==> src/rtl/alu_pkg.sv <==
// Shared ALU definitions: op encodings, RV32I opcode/funct constants and the
// decoded-entry record passed from the issue decoder to execute.
package alu_pkg;

  localparam int ALU_XLEN = 32;

  localparam logic [3:0] ALU_ADD  = 4'd0;
  localparam logic [3:0] ALU_SUB  = 4'd1;
  localparam logic [3:0] ALU_AND  = 4'd2;
  localparam logic [3:0] ALU_OR   = 4'd3;
  localparam logic [3:0] ALU_XOR  = 4'd4;
  localparam logic [3:0] ALU_SLL  = 4'd5;
  localparam logic [3:0] ALU_SLT  = 4'd6;
  localparam logic [3:0] ALU_SLTU = 4'd7;
  localparam logic [3:0] ALU_SRL  = 4'd8;
  localparam logic [3:0] ALU_SRA  = 4'd9;
  localparam logic [3:0] ALU_SUBU = 4'd10;

  localparam logic [6:0] OPC_OP     = 7'b0110011;
  localparam logic [6:0] OPC_OP_IMM = 7'b0010011;
  localparam logic [6:0] OPC_BRANCH = 7'b1100011;
  localparam logic [6:0] OPC_LOAD   = 7'b0000011;
  localparam logic [6:0] OPC_STORE  = 7'b0100011;
  localparam logic [6:0] OPC_JALR   = 7'b1100111;
  localparam logic [6:0] OPC_LUI    = 7'b0110111;
  localparam logic [6:0] OPC_AUIPC  = 7'b0010111;

  localparam logic [2:0] F3_ADD_SUB = 3'b000;
  localparam logic [2:0] F3_SLL     = 3'b001;
  localparam logic [2:0] F3_SLT     = 3'b010;
  localparam logic [2:0] F3_SLTU    = 3'b011;
  localparam logic [2:0] F3_XOR     = 3'b100;
  localparam logic [2:0] F3_SR      = 3'b101;
  localparam logic [2:0] F3_OR      = 3'b110;
  localparam logic [2:0] F3_AND     = 3'b111;

  localparam logic [2:0] F3_BEQ  = 3'b000;
  localparam logic [2:0] F3_BNE  = 3'b001;
  localparam logic [2:0] F3_BLT  = 3'b100;
  localparam logic [2:0] F3_BGE  = 3'b101;
  localparam logic [2:0] F3_BLTU = 3'b110;
  localparam logic [2:0] F3_BGEU = 3'b111;

  localparam logic [6:0] F7_BASE = 7'h00;
  localparam logic [6:0] F7_ALT  = 7'h20;

  typedef struct packed {
    logic [3:0]          opr;
    logic [ALU_XLEN-1:0] op1;
    logic [ALU_XLEN-1:0] op2;
    logic [4:0]          rd;
    logic                illegal;
  } alu_entry_t;

  // alt selects SUB/SRA; callers only set it where the encoding permits
  function automatic logic [3:0] arith_opr(input logic [2:0] f3, input logic alt);
    logic [3:0] opr;
    case (f3)
      F3_ADD_SUB: opr = alt ? ALU_SUB : ALU_ADD;
      F3_SLL:     opr = ALU_SLL;
      F3_SLT:     opr = ALU_SLT;
      F3_SLTU:    opr = ALU_SLTU;
      F3_XOR:     opr = ALU_XOR;
      F3_SR:      opr = alt ? ALU_SRA : ALU_SRL;
      F3_OR:      opr = ALU_OR;
      default:    opr = ALU_AND;
    endcase
    return opr;
  endfunction

endpackage

==> src/rtl/alu_dec_fifo.sv <==
// Generic DEPTH-entry synchronous FIFO with registered occupancy count.
// Pushes into a full FIFO and pops from an empty FIFO are ignored.
module alu_dec_fifo #(
  parameter int DEPTH = 2,
  parameter int WIDTH = 8
) (
  input  logic                     clk,
  input  logic                     rst_n,
  input  logic                     push,
  input  logic                     pop,
  input  logic [WIDTH-1:0]         wdata,
  output logic [WIDTH-1:0]         rdata,
  output logic [$clog2(DEPTH):0]   count,
  output logic                     full
);

  localparam int AW = $clog2(DEPTH);
  localparam int CW = AW + 1;

  logic [WIDTH-1:0] mem [DEPTH];
  logic [AW-1:0]    wr_ptr;
  logic [AW-1:0]    rd_ptr;
  logic             empty;
  logic             do_push;
  logic             do_pop;

  assign full    = (count == CW'(DEPTH));
  assign empty   = (count == '0);
  assign do_push = push && !full;
  assign do_pop  = pop && !empty;
  assign rdata   = mem[rd_ptr];

  // Power-of-two depth lets the pointers wrap by natural overflow
  always_ff @(posedge clk) begin
    if (!rst_n) begin
      wr_ptr <= '0;
      rd_ptr <= '0;
      count  <= '0;
    end else begin
      if (do_push) wr_ptr <= wr_ptr + 1'b1;
      if (do_pop)  rd_ptr <= rd_ptr + 1'b1;
      case ({do_push, do_pop})
        2'b10:   count <= count + 1'b1;
        2'b01:   count <= count - 1'b1;
        default: count <= count;
      endcase
    end
  end

  always_ff @(posedge clk) begin
    if (do_push) mem[wr_ptr] <= wdata;
  end

endmodule

==> src/rtl/alu_issue_decoder.sv <==
// RV32I -> ALU issue decoder with a small output FIFO between decode and execute.
// Optional ALU_DEC_STATS_EN adds issued/illegal statistics counters.
module alu_issue_decoder
  import alu_pkg::*;
#(
  parameter int DEPTH = 2,
  parameter int XLEN  = 32
) (
  input  logic            clk,
  input  logic            rst_n,
  input  logic            in_valid,
  output logic            in_ready,
  input  logic [31:0]     instr,
  input  logic [XLEN-1:0] pc,
  input  logic [XLEN-1:0] rs1_data,
  input  logic [XLEN-1:0] rs2_data,
  output logic            out_valid,
  input  logic            out_ready,
  output logic [3:0]      alu_opr,
  output logic [XLEN-1:0] operand1,
  output logic [XLEN-1:0] operand2,
  output logic [4:0]      rd,
  output logic            illegal
`ifdef ALU_DEC_STATS_EN
  ,
  output logic [31:0]     stat_issued,
  output logic [31:0]     stat_illegal
`endif
);

  localparam int EW = $bits(alu_entry_t);
  localparam int CW = $clog2(DEPTH) + 1;

  logic [6:0]      opcode;
  logic [2:0]      f3;
  logic [6:0]      f7;
  logic [XLEN-1:0] imm_i;
  logic [XLEN-1:0] imm_s;
  logic [XLEN-1:0] imm_u;
  logic            legal;
  alu_entry_t      dec;
  alu_entry_t      head;
  logic [EW-1:0]   fifo_rdata;
  logic [CW-1:0]   fifo_count;
  logic            fifo_full;
  logic            push;
  logic            pop;

  assign opcode = instr[6:0];
  assign f3     = instr[14:12];
  assign f7     = instr[31:25];
  assign imm_i  = XLEN'($signed(instr[31:20]));
  assign imm_s  = XLEN'($signed({instr[31:25], instr[11:7]}));
  assign imm_u  = XLEN'($signed({instr[31:12], 12'b0}));

  // Anything not proven legal collapses to an all-zero ADD with illegal set
  always_comb begin
    dec   = '0;
    legal = 1'b0;
    case (opcode)
      OPC_OP: begin
        dec.op1 = rs1_data;
        dec.op2 = rs2_data;
        dec.rd  = instr[11:7];
        if (f7 == F7_BASE) begin
          legal   = 1'b1;
          dec.opr = arith_opr(f3, 1'b0);
        end else if (f7 == F7_ALT && (f3 == F3_ADD_SUB || f3 == F3_SR)) begin
          legal   = 1'b1;
          dec.opr = arith_opr(f3, 1'b1);
        end
      end
      OPC_OP_IMM: begin
        dec.op1 = rs1_data;
        dec.op2 = imm_i;
        dec.rd  = instr[11:7];
        case (f3)
          F3_SLL:  legal = (f7 == F7_BASE);
          F3_SR:   legal = (f7 == F7_BASE) || (f7 == F7_ALT);
          default: legal = 1'b1;
        endcase
        dec.opr = arith_opr(f3, (f3 == F3_SR) && f7[5]);
      end
      OPC_BRANCH: begin
        dec.op1 = rs1_data;
        dec.op2 = rs2_data;
        case (f3)
          F3_BEQ, F3_BNE:   begin legal = 1'b1; dec.opr = ALU_SUB;  end
          F3_BLT, F3_BGE:   begin legal = 1'b1; dec.opr = ALU_SLT;  end
          F3_BLTU, F3_BGEU: begin legal = 1'b1; dec.opr = ALU_SLTU; end
          default:          legal = 1'b0;
        endcase
      end
      OPC_LOAD, OPC_JALR: begin
        legal   = 1'b1;
        dec.opr = ALU_ADD;
        dec.op1 = rs1_data;
        dec.op2 = imm_i;
        dec.rd  = instr[11:7];
      end
      OPC_STORE: begin
        legal   = 1'b1;
        dec.opr = ALU_ADD;
        dec.op1 = rs1_data;
        dec.op2 = imm_s;
      end
      OPC_LUI: begin
        legal   = 1'b1;
        dec.opr = ALU_ADD;
        dec.op2 = imm_u;
        dec.rd  = instr[11:7];
      end
      OPC_AUIPC: begin
        legal   = 1'b1;
        dec.opr = ALU_ADD;
        dec.op1 = pc;
        dec.op2 = imm_u;
        dec.rd  = instr[11:7];
      end
      default: legal = 1'b0;
    endcase
    if (!legal) begin
      dec         = '0;
      dec.illegal = 1'b1;
    end
  end

  assign in_ready  = !fifo_full;
  assign out_valid = (fifo_count != '0);
  assign push      = in_valid && in_ready;
  assign pop       = out_valid && out_ready;

  alu_dec_fifo #(
    .DEPTH (DEPTH),
    .WIDTH (EW)
  ) u_fifo (
    .clk   (clk),
    .rst_n (rst_n),
    .push  (push),
    .pop   (pop),
    .wdata (dec),
    .rdata (fifo_rdata),
    .count (fifo_count),
    .full  (fifo_full)
  );

  // Stale storage behind an empty FIFO must never leak onto the payload
  assign head     = out_valid ? alu_entry_t'(fifo_rdata) : '0;
  assign alu_opr  = head.opr;
  assign operand1 = head.op1;
  assign operand2 = head.op2;
  assign rd       = head.rd;
  assign illegal  = head.illegal;

`ifdef ALU_DEC_STATS_EN
  always_ff @(posedge clk) begin
    if (!rst_n) begin
      stat_issued  <= '0;
      stat_illegal <= '0;
    end else begin
      if (pop)                 stat_issued  <= stat_issued + 32'd1;
      if (push && dec.illegal) stat_illegal <= stat_illegal + 32'd1;
    end
  end
`endif

endmodule

==> config.mk <==
export PLATFORM = sky130hd
export DESIGN_NAME = alu_issue_decoder
export DESIGN_NICKNAME = d
export VERILOG_FILES = /design/src/rtl/alu_pkg.sv /design/src/rtl/alu_dec_fifo.sv /design/src/rtl/alu_issue_decoder.sv
export SDC_FILE = /design/constraint.sdc
export NUM_CORES = 1
export LEC_CHECK = 0
export ABC_AREA = 0
export ABC_CLOCK_PERIOD_IN_PS = 3700
export CORE_ASPECT_RATIO = 0.9
export CORE_UTILIZATION = 48
export DETAILED_ROUTE_END_ITERATION = 16
export GPL_TIMING_DRIVEN = 1
export PLACE_DENSITY = 0.8
export RECOVER_POWER = 100
export SETUP_SLACK_MARGIN = 0.5
export SYNTH_ARGS = -nofsm -noshare
export SYNTH_HDL_FRONTEND = slang
export SYNTH_HIERARCHICAL = 1
export SYNTH_SLANG_ARGS = --single-unit
==> constraint.sdc <==
create_clock -name clk -period 3.7 [get_ports clk]
set_input_delay 0.37 -clock clk [delete_from_list [all_inputs] [get_ports clk]]
set_output_delay 0.37 -clock clk [all_outputs]
set_load 0.1 [all_outputs]
## After elaboration in Yosys (flattened, before gate mapping)

Memories as Yosys holds them, arrays and structs flattened. A register that Yosys moved wholly into a read port is not among the register bits.
Cells that the tools add are included.

| cells by class | value |
|---|---|
| $add $sub $neg | 4 |
| multipliers | 0 |
| divide/modulo/power cells | 0 |
| $lt $le $gt $ge | 0 |
| equality and inequality tests | 19 |
| shifts and indexed selects | 0 |
| mux-type cells | 24 |
| bitwise logic cells | 0 |
| reduce and logical (&&, ||, !) cells | 25 |

Operators with widths:

| cell | number |
|---|---|
| 74-bit two-way mux | 2 |
| 32-bit one-hot mux with 4 select lines | 1 |
| 4-bit one-hot mux with 7 select lines | 3 |
| 32-bit one-hot mux with 2 select lines | 1 |
| 7-bit by 6-bit equality test with 1-bit output, second input constant | 4 |
| 6-bit OR reduction | 3 |
| 7-bit by 5-bit equality test with 1-bit output, second input constant | 2 |
| 7-bit equality test, second input constant | 2 |
| 3-bit equality test, second input constant | 4 |
| 4-bit one-hot mux with 3 select lines | 1 |
| 2-bit OR reduction | 5 |
| 1-bit two-way mux | 9 |
| 3-bit one-hot mux with 3 select lines | 1 |
| 4-bit two-way mux | 2 |
| 7-bit by 2-bit equality test with 1-bit output, second input constant | 1 |
| 7-bit zero test | 1 |
| 3-bit by 2-bit equality test with 1-bit output, second input constant | 2 |
| 1-bit logical AND | 6 |
| 5-bit two-way mux | 1 |
| 5-bit OR reduction | 1 |
| 2-bit equality test, second input constant | 2 |
| 1-bit one-hot mux with 4 select lines | 1 |
| 2-bit one-hot mux with 2 select lines | 1 |
| 2-bit nonzero test | 2 |
| other kinds (11) | 14 |

| word-level totals | value |
|---|---|
| flip-flop bits (word level) | 4 |
| bits in latches | 0 |
| RAM bits | 148 |
| ROM bits | 0 |
| output and inout port bits | 76 |
| logic and storage cells | 76 |
| memories | 1 |

Memory list:

| name | depth | bits a word | rd ports | clocked after memory_dff | wr ports | RTL line | source |
|---|---|---|---|---|---|---|---|
| u_fifo.mem | 2 | 74 | 1 | 1 | 1 | alu_dec_fifo.sv:20 | `logic [WIDTH-1:0] mem [DEPTH];` |

## Logic depth before layout (Yosys ltp)

Gate-level depths: netlist of the first run.

| logic depth | value |
|---|---|
| word-level depth | 7 |
| gate-level depth with buffers | 8 |
| mapped depth without buffers | 8 |

## By module

The synthesis of the first run kept the hierarchy.

By module, submodules not included:

| module | times used | cells each | area each (um^2) | sequential area each (um^2) |
|---|---|---|---|---|
| alu_dec_fifo | 1 | 255 | 5550.3 | 4544.4 |
| alu_issue_decoder | 1 | 317 | 1884.3 | 0.0 |

## Least setup slack after synthesis of the first run

Ideal clock, no wire load.

| timing | value |
|---|---|
| path kind | register to register |
| start | reg u_fifo.count[0] |
| end | mem u_fifo/mem[0][0] (netlist name), enable pin |
| library setup time | 428 ps |
| arrival time | 2586 ps |
| slack | 686 ps |
| cell stages (with the launch flop) | 7 |
| period minus slack after synthesis | 3014 ps |
| path through | dfxtp_1 > nand2b_2 > inv_2 > nor2b_1 > inv_1 > or3_1 > inv_1 |

| between the ends | value |
|---|---|
| word-level cells in the longest chain between the ends | 6 |

Ends and longest elaborated chain:

| item | RTL line | source |
|---|---|---|
| start: declaration | alu_dec_fifo.sv:13 | `output logic [$clog2(DEPTH):0] count,` |
| start signal: assignment | alu_dec_fifo.sv:43 | `2'b10: count <= count + 1'b1;` |
| start signal: assignment | alu_dec_fifo.sv:44 | `2'b01: count <= count - 1'b1;` |
| start signal: assignment | alu_dec_fifo.sv:45 | `default: count <= count;` |
| 2-bit equality test | alu_dec_fifo.sv:27 | `assign full = (count == CW'(DEPTH));` |
| net fifo_full | alu_issue_decoder.sv:45 | `logic fifo_full;` |
| 1-bit zero test | alu_issue_decoder.sv:128 | `assign in_ready = !fifo_full;` |
| 1-bit logical AND | alu_issue_decoder.sv:130 | `assign push = in_valid && in_ready;` |
| net push | alu_issue_decoder.sv:46 | `logic push;` |
| 1-bit logical AND | alu_dec_fifo.sv:29 | `assign do_push = push && !full;` |
| 1-bit two-way mux | alu_dec_fifo.sv:51 | `if (do_push) mem[wr_ptr] <= wdata;` |
| 1-bit two-way mux (implied by the code) | alu_dec_fifo.sv:51 |  |
| end: declaration | alu_dec_fifo.sv:20 |  |

The timed path passes the listed nets, and every way through them passes these cells.

==> metrics.md, run 1 <==
| Metric | Value |
|---|---|
| Cell taking the most area after synthesis | `edfxtp_1` |
| Area grow syn2layout | `32.45%` |
| Met1 GRT Util | `30.75%` |
| Rows | `42` |
| Worst Path Max Fanout | `74` |
| Worst setup margin | `498.4 ps` |
| Ys async rst share | `0%` |
| Hpwl dp | `12760 um` |
| Worst skew pair latency | `420 ps` |
| Top FF cell, synth | `edfxtp_1` |
| Die footprint | `15990 um^2` |
| Final setup violating endpoints | `0` |
| Clock Pin Slew Worst Setup and Hold Paths | `50 ps` |
| Layout cell share with drive strength beyond 1 | `21.69%` |
| Drt pass-1 iters | `7` |
| Fmax achieved | `312.3 MHz` |
| Core Area | `14920 um^2` |
| EDFF count, synth | `148` |
| CTS tree | `built` |
| Root Driver | `clkbuf_16` |
| Worst slew pin tran | `1835 ps` |
| Status | `complete, but fails checks` |
| Sink Count | `153` |
| Place WS | `469.0 ps` |
| Total routed wirelength | `18830 um` |
| Register area share after synthesis | `61.12%` |
| Worst Path Arrival | `2830 ps` |
| Worst Hold Class | `reg -> reg` |
| RSZ-0062 raised after global routing | `false` |
| Synth Warn # | `6` |
| Remaining antenna violation count after routing | `0` |
| Multiplexer area fraction after synthesis | `11.21%` |
| Die W | `133.2 um` |
| P_leak | `3.429 nW` |
| Final Skew | `6.173 ps` |
| Via density | `5.651` |
| Violated checks | `max-capacitance violations, max-slew violations` |
| Synth cell types | `41` |
| H-tree level count | `4` |
| Vias | `5521` |
| Post-CTS Setup Bufs | `0` |
| Total GRT Usage | `23.87%` |
| Longest Clk Path Bufs | `2` |
| Data required, critical path | `3330 ps` |
| Final Hold Vio Count | `0` |
| CP endpoint kind | `primary output` |
| Worst Setup Start Kind | `flip-flop` |
| I/O Buffers | `207` |
| XOR/XNOR Fraction of Synth Area | `0.4712%` |
| Maximum vdd drop | `0.4605 mV` |
| Residual DRC | `0` |
| Final TNS setup | `0 ps` |
| Vias in the first global route | `5633` |
| Post-DR wirelength/cell | `19.28 um` |
| Max-Cap Viols | `1` |
| Synth top area cells | `edfxtp_1 (60%), mux2_2 (11%), and2_1 (6.5%)` |
| Largest net degree at the start of global routing | `75` |
| CTS buffer count | `17` |
| Post-route cell area | `9847 um^2` |
| Final period utilization | `86.53%` |
| Avg Cell Area, Syn | `13.00 um^2` |
| Core Util, Final | `65.98%` |
| Synth Area in Simple Gates | `14.05%` |
| I/O Pins | `208` |
| Initial antenna violation count | `0` |
| Hold buffers post-CTS | `0` |
| Most Crowded Layer GR | `met2` |
| GR Overflow Total | `0` |
| Synth Instances | `572` |
| Slew Limit Headroom | `-22.30%` |
| First-pass GRT wire length | `28730 um` |
| Slew Limit Fails | `75` |
| Final Critical Period | `3202 ps` |
| Synth Area in Compound Gates | `9.694%` |
| PostCTS Resize Cnt | `0` |
| Mapped Nets | `709` |
| Routability cong. | `0.9586` |
| Power density over the cells | `772.9 nW/um^2` |
| Netlist Area Pre-Place | `7435 um^2` |
| Grt met3 use | `5.408%` |
| Synth Area in Adders | `0.8415%` |
| Met2 Use GR | `39.43%` |
| Diodes inserted | `0` |
| Synth top area share | `59.78%` |
| Placed Instance Area | `9510 um^2` |
| Yosys reg bits | `153` |
| Setup CP Type | `reg -> out` |
| Main combinational cell family by area after synthesis | `simple AND/OR/NAND/NOR gates` |
| Starting DRT DRC Count | `485` |
| Nets | `904` |
| Initial core utilization | `49.82%` |
| Die height | `120.1 um` |
[sequential cells by signal (all words and copies together), names as in the netlist, named ones only]
name	cells
u_fifo/count	2
u_fifo/mem	148
u_fifo/rd_ptr	1
u_fifo/wr_ptr	1
[power breakdown]
part	total [W]	switching, W	internal [W]
registers	0.00239	0.000137	0.00226
logic	0.00353	0.00281	0.000727
clock network	0.00168	0.000639	0.00104
total	0.00761	0.00358	0.00403
[cell type report]
class	instances	area [um^2]
clock buffers	20	436.7
clock inverters	11	130.1
fillers	1158	5077
inverters	7	27.53
multi-input cells	373	2703
flip-flops and latches	153	4548
well taps	198	247.7
repair buffers	215	1754
[worst paths after layout]
kind	start	end	slack, ps	cells after the start
min	u_fifo/wr_ptr	u_fifo/wr_ptr	530	2
max	flip-flop	operand2[26]	500	3
max reg2reg	u_fifo/count[0]	u_fifo/mem[0][56]	590	7
min reg2reg	u_fifo/wr_ptr	u_fifo/wr_ptr	530	2
[worst max-delay path: stages, from the launching register on]
cell      delay (ps)
dfxtp_4          980
mux2_2           310
and2_1           170
clkbuf_1         880
[kinds of logic after synthesis]
family,Yosys count
AOI/OAI and AO/OA,104
muxes,74
xor gates and xnor gates,4
buffers and inverters,46
and+or+nand+nor,186
adders and majority gates,5
DFF,153
[cells in the mapped netlist, types with 2 or more instances]
library cell and instances:
nand2_1 8, and3b_1 7, inv_1 6, nand2b_1 2, nor3_1 7, nor3b_1 2, edfxtp_1 148, a21oi_1 28
nand4_1 2, o21a_1 2, nor4_1 2, ha_1 5, clkbuf_1 21, nor2_1 56, a22oi_1 57, and3_1 2
a21boi_1 2, xnor2_1 4, nor2b_1 8, buf_2 17, a222oi_1 5, or3_1 4, nand3b_1 3, dfxtp_1 5
and2_1 77, o21ai_0 4, mux2_2 74
[metrics by stage]
stage / total power [W] / hold slack, ps / std cells
2_1_floorplan: 0.005283 / 457.0 / 572
3_3_place_gp: 0.006137 / 472.9 / 946
3_5_place_dp: 0.006167 / 512.9 / 946
4_1_cts: 0.007853 / 524.1 / 977
5_1_grt: 0.007875 / 541.5 / 977
6_report: 0.007611 / 533.4 / 977
[cell usage in the layout, fill, tap and decap left out, drive strengths merged, types with 8 or more instances in the layout]
| cell | netlist | layout |
|---|---|---|
| clkbuf | 21 | 94 |
| a22oi | 57 | 57 |
| a21oi | 28 | 28 |
| nand2 | 8 | 8 |
| mux2 | 74 | 74 |
| nor2b | 8 | 8 |
| nor2 | 56 | 56 |
| buf | 18 | 9 |
| and2 | 77 | 77 |
| clkdlybuf4s50 | 0 | 130 |
| edfxtp | 148 | 148 |
[metal layers]
layer	up-vias	routed length, um
met4	0	336
met3	32	1602
met2	294	9055
li1	2535	-
met5	-	0
met1	2660	7838
Power figures use the tool's default switching activity.
==> run 2: changes to the inputs <==
CORE_MARGIN = 2   (was not set)
CORE_UTILIZATION = 40   (was 48)
PLACE_DENSITY = 0.69   (was 0.8)
==> run 2 against run 1 <==
  * The run still ends with max-capacitance violations, max-slew violations left
  * Sequential power barely moved
  * Die area rose by 23%
  * Fmax fell by 0.25%
  * Critical endpoint is now operand2[21]
  * Register-to-register slack improved by 30 ps
  * Final cell count rose by 4.9%
  * Flip-flop and latch count did not move
  * Power rose by 0.26%
  * Clock power barely moved
==> metrics.md, run 2 (synthesis results as in run 1) <==
| Metric | Value |
|---|---|
| Most common cell after layout, fill and taps aside | `edfxtp_1` |
| Psw | `0.003638 W (+1.5%)` |
| Final period utilization | `86.75% (+0.22 points)` |
| Die footprint | `19690 um^2 (+23%)` |
| Hold buffers post-CTS | `0 (unchanged)` |
| Power density over the cells | `770.1 nW/um^2 (-0.37%)` |
| Grt met3 use | `6.164% (+0.76 points)` |
| Area grow syn2layout | `33.29%` |
| Switching portion of total power | `47.67% (+0.59 points)` |
| Vias | `5429 (-1.7%)` |
| Sink Count | `153 (unchanged)` |
| Status | `complete, but fails checks` |
| Final setup violating endpoints | `0 (unchanged)` |
| Clock Pin Slew Worst Setup and Hold Paths | `60 ps (about the same)` |
| I/O Buffers | `207 (unchanged)` |
| Worst hold slack | `499.6 ps (-33.82 ps)` |
| I/O Pins | `208 (unchanged)` |
| Layout cell share with drive strength beyond 1 | `19.10% (-2.6 points)` |
| Post-DR wirelength/cell | `18.97 um (-1.6%)` |
| Total routed wirelength | `19450 um (+3.2%)` |
| Largest net degree at the start of global routing | `75 (unchanged)` |
| Most Crowded Layer GR | `met2` |
| Total GRT Usage | `19.55% (-4.3 points)` |
| Largest register FFs | `148 (unchanged)` |
| Placed cell count | `994 (+5.1%)` |
| Diodes inserted | `0 (unchanged)` |
| P_leak | `3.346 nW (-2.4%)` |
| Slew Limit Fails | `30 (-60%)` |
| Die height | `133.3 um (+11%)` |
| Internal reg-to-reg setup slack | `620 ps (+30 ps)` |
| Clock share of power | `21.7% (-0.4 points)` |
| Area of the multi-input gates | `2700 um^2 (about the same)` |
| Post-CTS Setup Bufs | `0 (unchanged)` |
| Initial antenna violation count | `0 (unchanged)` |
| Most frequent cells in the layout | `edfxtp_1 (148), clkdlybuf4s50_1 (129), and2_1 (75)` |
| Final Critical Period | `3210 ps (+8.032 ps)` |
| Worst r2r path cells | `7 (unchanged)` |
| R2R Path End | `u_fifo/mem[0][57]` |
| Met1 GRT Util | `26.17% (-4.6 points)` |
| Rows | `47 (+12%)` |
| Longest Clk Path Bufs | `2 (unchanged)` |
| Hold EP | `u_fifo/wr_ptr` |
| Data required, critical path | `3330 ps (about the same)` |
| Worst slew pin tran | `1524 ps (-311.0 ps)` |
| Routability cong. | `0.9121 (-4.9%)` |
| Core Area | `18290 um^2 (+23%)` |
| Worst Hold Class | `reg -> reg` |
| Fmax achieved | `311.6 MHz (-0.25%)` |
| Initial core utilization | `40.65% (-9.2 points)` |
| Biggest regs | `u_fifo/mem: 148 flops, u_fifo/count: 2 flops` |
| Worst skew pair latency | `420 ps (about the same)` |
| Die W | `147.7 um (+11%)` |
| WHS Path Cells | `2 (unchanged)` |
| Reg2reg start | `u_fifo/count[0]` |
| Nets | `905 (+0.11%)` |
| FF/Latch Area | `4548 um^2 (unchanged)` |
| H-tree level count | `4 (unchanged)` |
| Logic pwr share | `46.8% (+0.4 points)` |
| # fillers | `1620 (+40%)` |
| Vias in the first global route | `5493 (-2.5%)` |
| Met2 Use GR | `31.32% (-8.1 points)` |
| Root Driver | `clkbuf_16` |
| Violated checks | `max-capacitance violations, max-slew violations` |
| Maximum vdd drop | `0.7361 mV (+60%)` |
| First-pass GRT wire length | `29540 um (+2.8%)` |
| GR Overflow Total | `0 (unchanged)` |
| Setup CP Type | `reg -> out` |
| Most flops, register | `u_fifo/mem` |
| Via density | `5.297 (-6.3%)` |
| Residual DRC | `0 (unchanged)` |
| Worst Path Max Fanout | `74 (unchanged)` |
| CTS tree | `built` |
| Flop pwr share | `31.5% (about the same)` |
| Final std cells w/o fill | `1025 (+4.9%)` |
| Starting DRT DRC Count | `413 (-15%)` |
| Final TNS setup | `0 ps (unchanged)` |
| PostCTS Resize Cnt | `0 (unchanged)` |
| Slew Limit Headroom | `-2.128% (+20 points)` |
| Remaining antenna violation count after routing | `0 (unchanged)` |
| Final Skew | `9.692 ps (+3.519 ps)` |
| Drt pass-1 iters | `5 (-2)` |
| CTS buffer count | `17 (unchanged)` |
| HP Start | `u_fifo/wr_ptr` |
| CP endpoint kind | `primary output` |
| Final Hold Vio Count | `0 (unchanged)` |
| Internal power | `0.003993 W (-0.86%)` |
| Worst Path Arrival | `2840 ps (about the same)` |
| Max-Cap Viols | `1 (unchanged)` |
| Worst Setup Start Kind | `flip-flop` |
| Hpwl dp | `13190 um (+3.4%)` |
| RSZ-0062 raised after global routing | `false` |
run 2: how the worst max path moves through the flow:
stage                        end  slack (ps)  cells past startpoint
3_3_place_gp   u_fifo/mem[0][27]         710                      6
5_1_grt                    rd[2]         340                      4
4_1_cts             operand2[31]         800                      4
6_report            operand2[21]         490                      3
3_5_place_dp   u_fifo/mem[0][32]         550                      6
2_1_floorplan   u_fifo/mem[0][0]         690                      6
run 2: layout make-up:
class / instances / share of cell area, %
flip-flops and latches: 153 / 45.90
multi-input cells: 373 / 27.25
repair buffers: 216 / 17.83
clock buffers: 19 / 4.369
well taps: 245 / 3.093
clock inverters: 12 / 1.288
inverters: 7 / 0.2778
run 2: critical path: stages (launching register included):
cell	delay, ps
dfxtp_4	1040
mux2_2	300
and2_1	170
clkbuf_1	880
run 2: per-layer routing:
| layer | part of all wire (%) | wire length (um) |
|---|---|---|
| met2 | 47 | 9130 |
| met1 | 43 | 8309 |
| met4 | 0.81 | 157 |
| met3 | 9.5 | 1846 |
| met5 | 0 | 0 |
run 2: power groups by stage:
| stage | clock, W | combinational (W) | sequential, W |
|---|---|---|---|
| final | 0.00166 | 0.00357 | 0.00240 |
| after global routing | 0.00177 | 0.00370 | 0.00244 |
| after CTS | 0.00169 | 0.00380 | 0.00240 |
| after detailed placement | 0 | 0.00379 | 0.00244 |
| after global placement | 0 | 0.00377 | 0.00241 |
| after floorplan | 0 | 0.00294 | 0.00235 |
run 2: through the flow:
| stage | area, um^2 | utilization, % | total power [W] | worst slack, ps |
|---|---|---|---|---|
| after floorplan | 7435 | - | 0.005283 | 685.7 |
| after global placement | 9577 | 52.36 | 0.006187 | 714.5 |
| after detailed placement | 9577 | 52.36 | 0.006221 | 545.4 |
| after CTS | 10140 | 55.43 | 0.007892 | 798.7 |
| after global routing | 9910 | 54.18 | 0.007909 | 339.0 |
| final | 9910 | 54.18 | 0.007631 | 490.3 |
==> run 3: changes to the inputs <==
CORE_UTILIZATION = 48   (was 40)
PLACE_DENSITY = 0.8   (was 0.69)
SLEW_MARGIN = 30   (was not set)
==> run 3 against run 2 <==
  * The run still ends with max-capacitance violations, max-slew violations left
  * Worst setup slack gained 85 ps
  * Critical endpoint is now u_fifo/mem[1][1]
  * Via count increased by 0.18%
  * Non-clock buffer count increased by 1
  * Routed wire length shrank 4.4%
  * Largest cell class unchanged
  * Hold slack gained 17 ps
  * Clock skew down 2.7 ps
  * Core utilization up 11 points
==> metrics.md, run 3 (synthesis results as in run 1) <==
| Metric | Value |
|---|---|
| Status | `complete, but fails checks` |
| Violated checks | `max-capacitance violations, max-slew violations` |
| Clock Pin Slew Worst Setup and Hold Paths | `60 ps (about the same)` |
| R2R Path End | `u_fifo/mem[1][67]` |
| Via density | `5.527 (+4.4%)` |
| Most common cell after layout, fill and taps aside | `edfxtp_1` |
| Vias | `5439 (+0.18%)` |
| CTS tree | `built` |
| Die W | `135.2 um (-8.5%)` |
| Most frequent cells in the layout | `edfxtp_1 (148), clkdlybuf4s50_1 (130), and2_1 (76)` |
| Area grow syn2layout | `33.17% (about the same)` |
| Max-Cap Viols | `1 (unchanged)` |
| Placed Instance Area | `9549 um^2 (-0.29%)` |
| P_leak | `3.362 nW (+0.48%)` |
| Routability cong. | `0.9216 (+1.0%)` |
| Final period utilization | `84.46% (-2.3 points)` |
| Initial antenna violation count | `0 (unchanged)` |
| Root Driver | `clkbuf_16` |
| Final setup violating endpoints | `0 (unchanged)` |
| Die footprint | `16500 um^2 (-16%)` |
| Worst Path Max Fanout | `56 (-24%)` |
| Vias in the first global route | `5486 (-0.13%)` |
| Biggest regs | `u_fifo/mem: 148 flops, u_fifo/count: 2 flops` |
| Largest net degree at the start of global routing | `57 (-24%)` |
| Nets | `906 (+0.11%)` |
| I/O Pins | `208 (unchanged)` |
| First-pass GRT wire length | `28100 um (-4.9%)` |
| Longest Clk Path Bufs | `2 (unchanged)` |
| Residual DRC | `0 (unchanged)` |
| # fillers | `1188 (-27%)` |
| H-tree level count | `4 (unchanged)` |
| Core Area | `15280 um^2 (-16%)` |
| PostCTS Resize Cnt | `0 (unchanged)` |
| Total GRT Usage | `22.60% (+3.1 points)` |
| Most flops, register | `u_fifo/mem` |
| Slew Limit Headroom | `-12.60% (-10 points)` |
| Worst setup margin | `575.0 ps (+84.69 ps)` |
| Slew Limit Fails | `36 (+20%)` |
| Die height | `122.1 um (-8.5%)` |
| Internal power | `0.003959 W (-0.85%)` |
| Fmax achieved | `320.0 MHz (+2.7%)` |
| Post-DR wirelength/cell | `18.89 um (-0.43%)` |
| I/O Buffers | `207 (unchanged)` |
| Remaining antenna violation count after routing | `0 (unchanged)` |
| Sink Count | `153 (unchanged)` |
| Largest register FFs | `148 (unchanged)` |
| Initial core utilization | `48.66% (+8.0 points)` |
| Power density over the cells | `767.9 nW/um^2 (-0.29%)` |
| Final Skew | `7.025 ps (-2.667 ps)` |
| Worst r2r path cells | `5 (-2)` |
| Layout cell share with drive strength beyond 1 | `20.08% (+0.97 points)` |
| WHS Path Cells | `2 (unchanged)` |
| Maximum vdd drop | `0.5162 mV (-30%)` |
| Setup CP Type | `in -> reg` |
| Worst Setup Start Kind | `input port` |
| Reg2reg start | `u_fifo/count[0]` |
| GR Overflow Total | `0 (unchanged)` |
| CP endpoint kind | `flip-flop` |
| Final Hold Vio Count | `0 (unchanged)` |
| Hold EP | `u_fifo/wr_ptr` |
| Data required, critical path | `3860 ps (+530 ps)` |
| Switching portion of total power | `47.93% (+0.25 points)` |
| Psw | `0.003644 W (+0.16%)` |
| Post-route cell area | `9901 um^2 (about the same)` |
| CTS buffer count | `17 (unchanged)` |
| Final TNS setup | `0 ps (unchanged)` |
| Diodes inserted | `0 (unchanged)` |
| Power, Total | `0.007603 W (-0.37%)` |
| Place WS | `591.0 ps (+45.63 ps)` |
| Internal reg-to-reg setup slack | `660 ps (+40 ps)` |
| Logic pwr share | `47.7% (+0.9 points)` |
| Starting DRT DRC Count | `440 (+6.5%)` |
| Flop pwr share | `31.1% (-0.4 points)` |
| Final Critical Period | `3125 ps (-84.69 ps)` |
| Worst Hold Class | `reg -> reg` |
| HP Start | `u_fifo/wr_ptr` |
| Worst Path Arrival | `3290 ps (+450 ps)` |
| Rows | `43 (-8.5%)` |
| Hold buffers post-CTS | `0 (unchanged)` |
| Worst slew pin tran | `1689 ps (+165.4 ps)` |
| Drt pass-1 iters | `5 (unchanged)` |
| RSZ-0062 raised after global routing | `false` |
| Clock share of power | `21.2% (-0.5 points)` |
| Hpwl dp | `12710 um (-3.6%)` |
| Post-CTS Setup Bufs | `0 (unchanged)` |
| Total routed wirelength | `18590 um (-4.4%)` |
| Worst skew pair latency | `420 ps (about the same)` |
[run 3: changes by cell type in the layout (fill, tap and decap cells not counted), moves of 2 or more]
cell	delta
mux2_1	-2
inv_6	+2
clkbuf_2	-7
mux2_2	+2
clkbuf_1	-3
buf_4	+10
clkinvlp_4	+2
[run 3: layout make-up]
type	instances	area [um^2]	area share (%)
timing repair buffer	217	1807	18.25
clock buffer	18	429.2	4.335
sequential	153	4548	45.94
multi-input combinational	373	2713	27.40
clock inverter	14	125.1	1.264
inverter	7	26.28	0.2654
tap	202	252.7	2.553
[run 3: critical path: stages]
cell	delay [ps]
dlygate4sd3_1	720
and3b_1	290
o21a_1	210
o21ai_0	230
nor3b_4	230
clkbuf_2	920
and3b_1	310
[run 3: worst max path at each step]
stage / start / endpoint / slack [ps]
floorplan: u_fifo/count[0] / u_fifo/mem[0][0] / 690
global placement: instr[5] / u_fifo/mem[0][27] / 730
detailed placement: instr[5] / u_fifo/mem[0][22] / 590
CTS: u_fifo/count[0] / operand2[25] / 850
global route: u_fifo/count[0] / operand1[10] / 360
finish: instr[5] / u_fifo/mem[1][1] / 580
[run 3: stage by stage]
step	hold slack, ps	instances	util [%]
floorplan	457.0	572	-
global placement	476.7	951	62.32
detailed placement	490.8	952	62.50
CTS	503.1	984	66.12
global route	553.6	984	64.80
finish	516.4	984	64.80
[run 3: layer usage]
layer | GRT usage [%] | vias up | part of all wire [%]
met3 | 6.325 | 24 | 9.7
met2 | 37.98 | 286 | 48
li1 | - | 2543 | -
met1 | 27.62 | 2586 | 40
met5 | 0 | - | 0
met4 | 9.375 | 0 | 1.8
[run 3: power groups by stage]
| stage | Sequential, W | Clock [W] | Combinational, W |
|---|---|---|---|
| 6_report | 0.00236 | 0.00161 | 0.00363 |
| 2_1_floorplan | 0.00235 | 0 | 0.00294 |
| 3_3_place_gp | 0.00241 | 0 | 0.00375 |
| 4_1_cts | 0.00236 | 0.00164 | 0.00383 |
| 5_1_grt | 0.00239 | 0.00170 | 0.00377 |
| 3_5_place_dp | 0.00240 | 0 | 0.00382 |
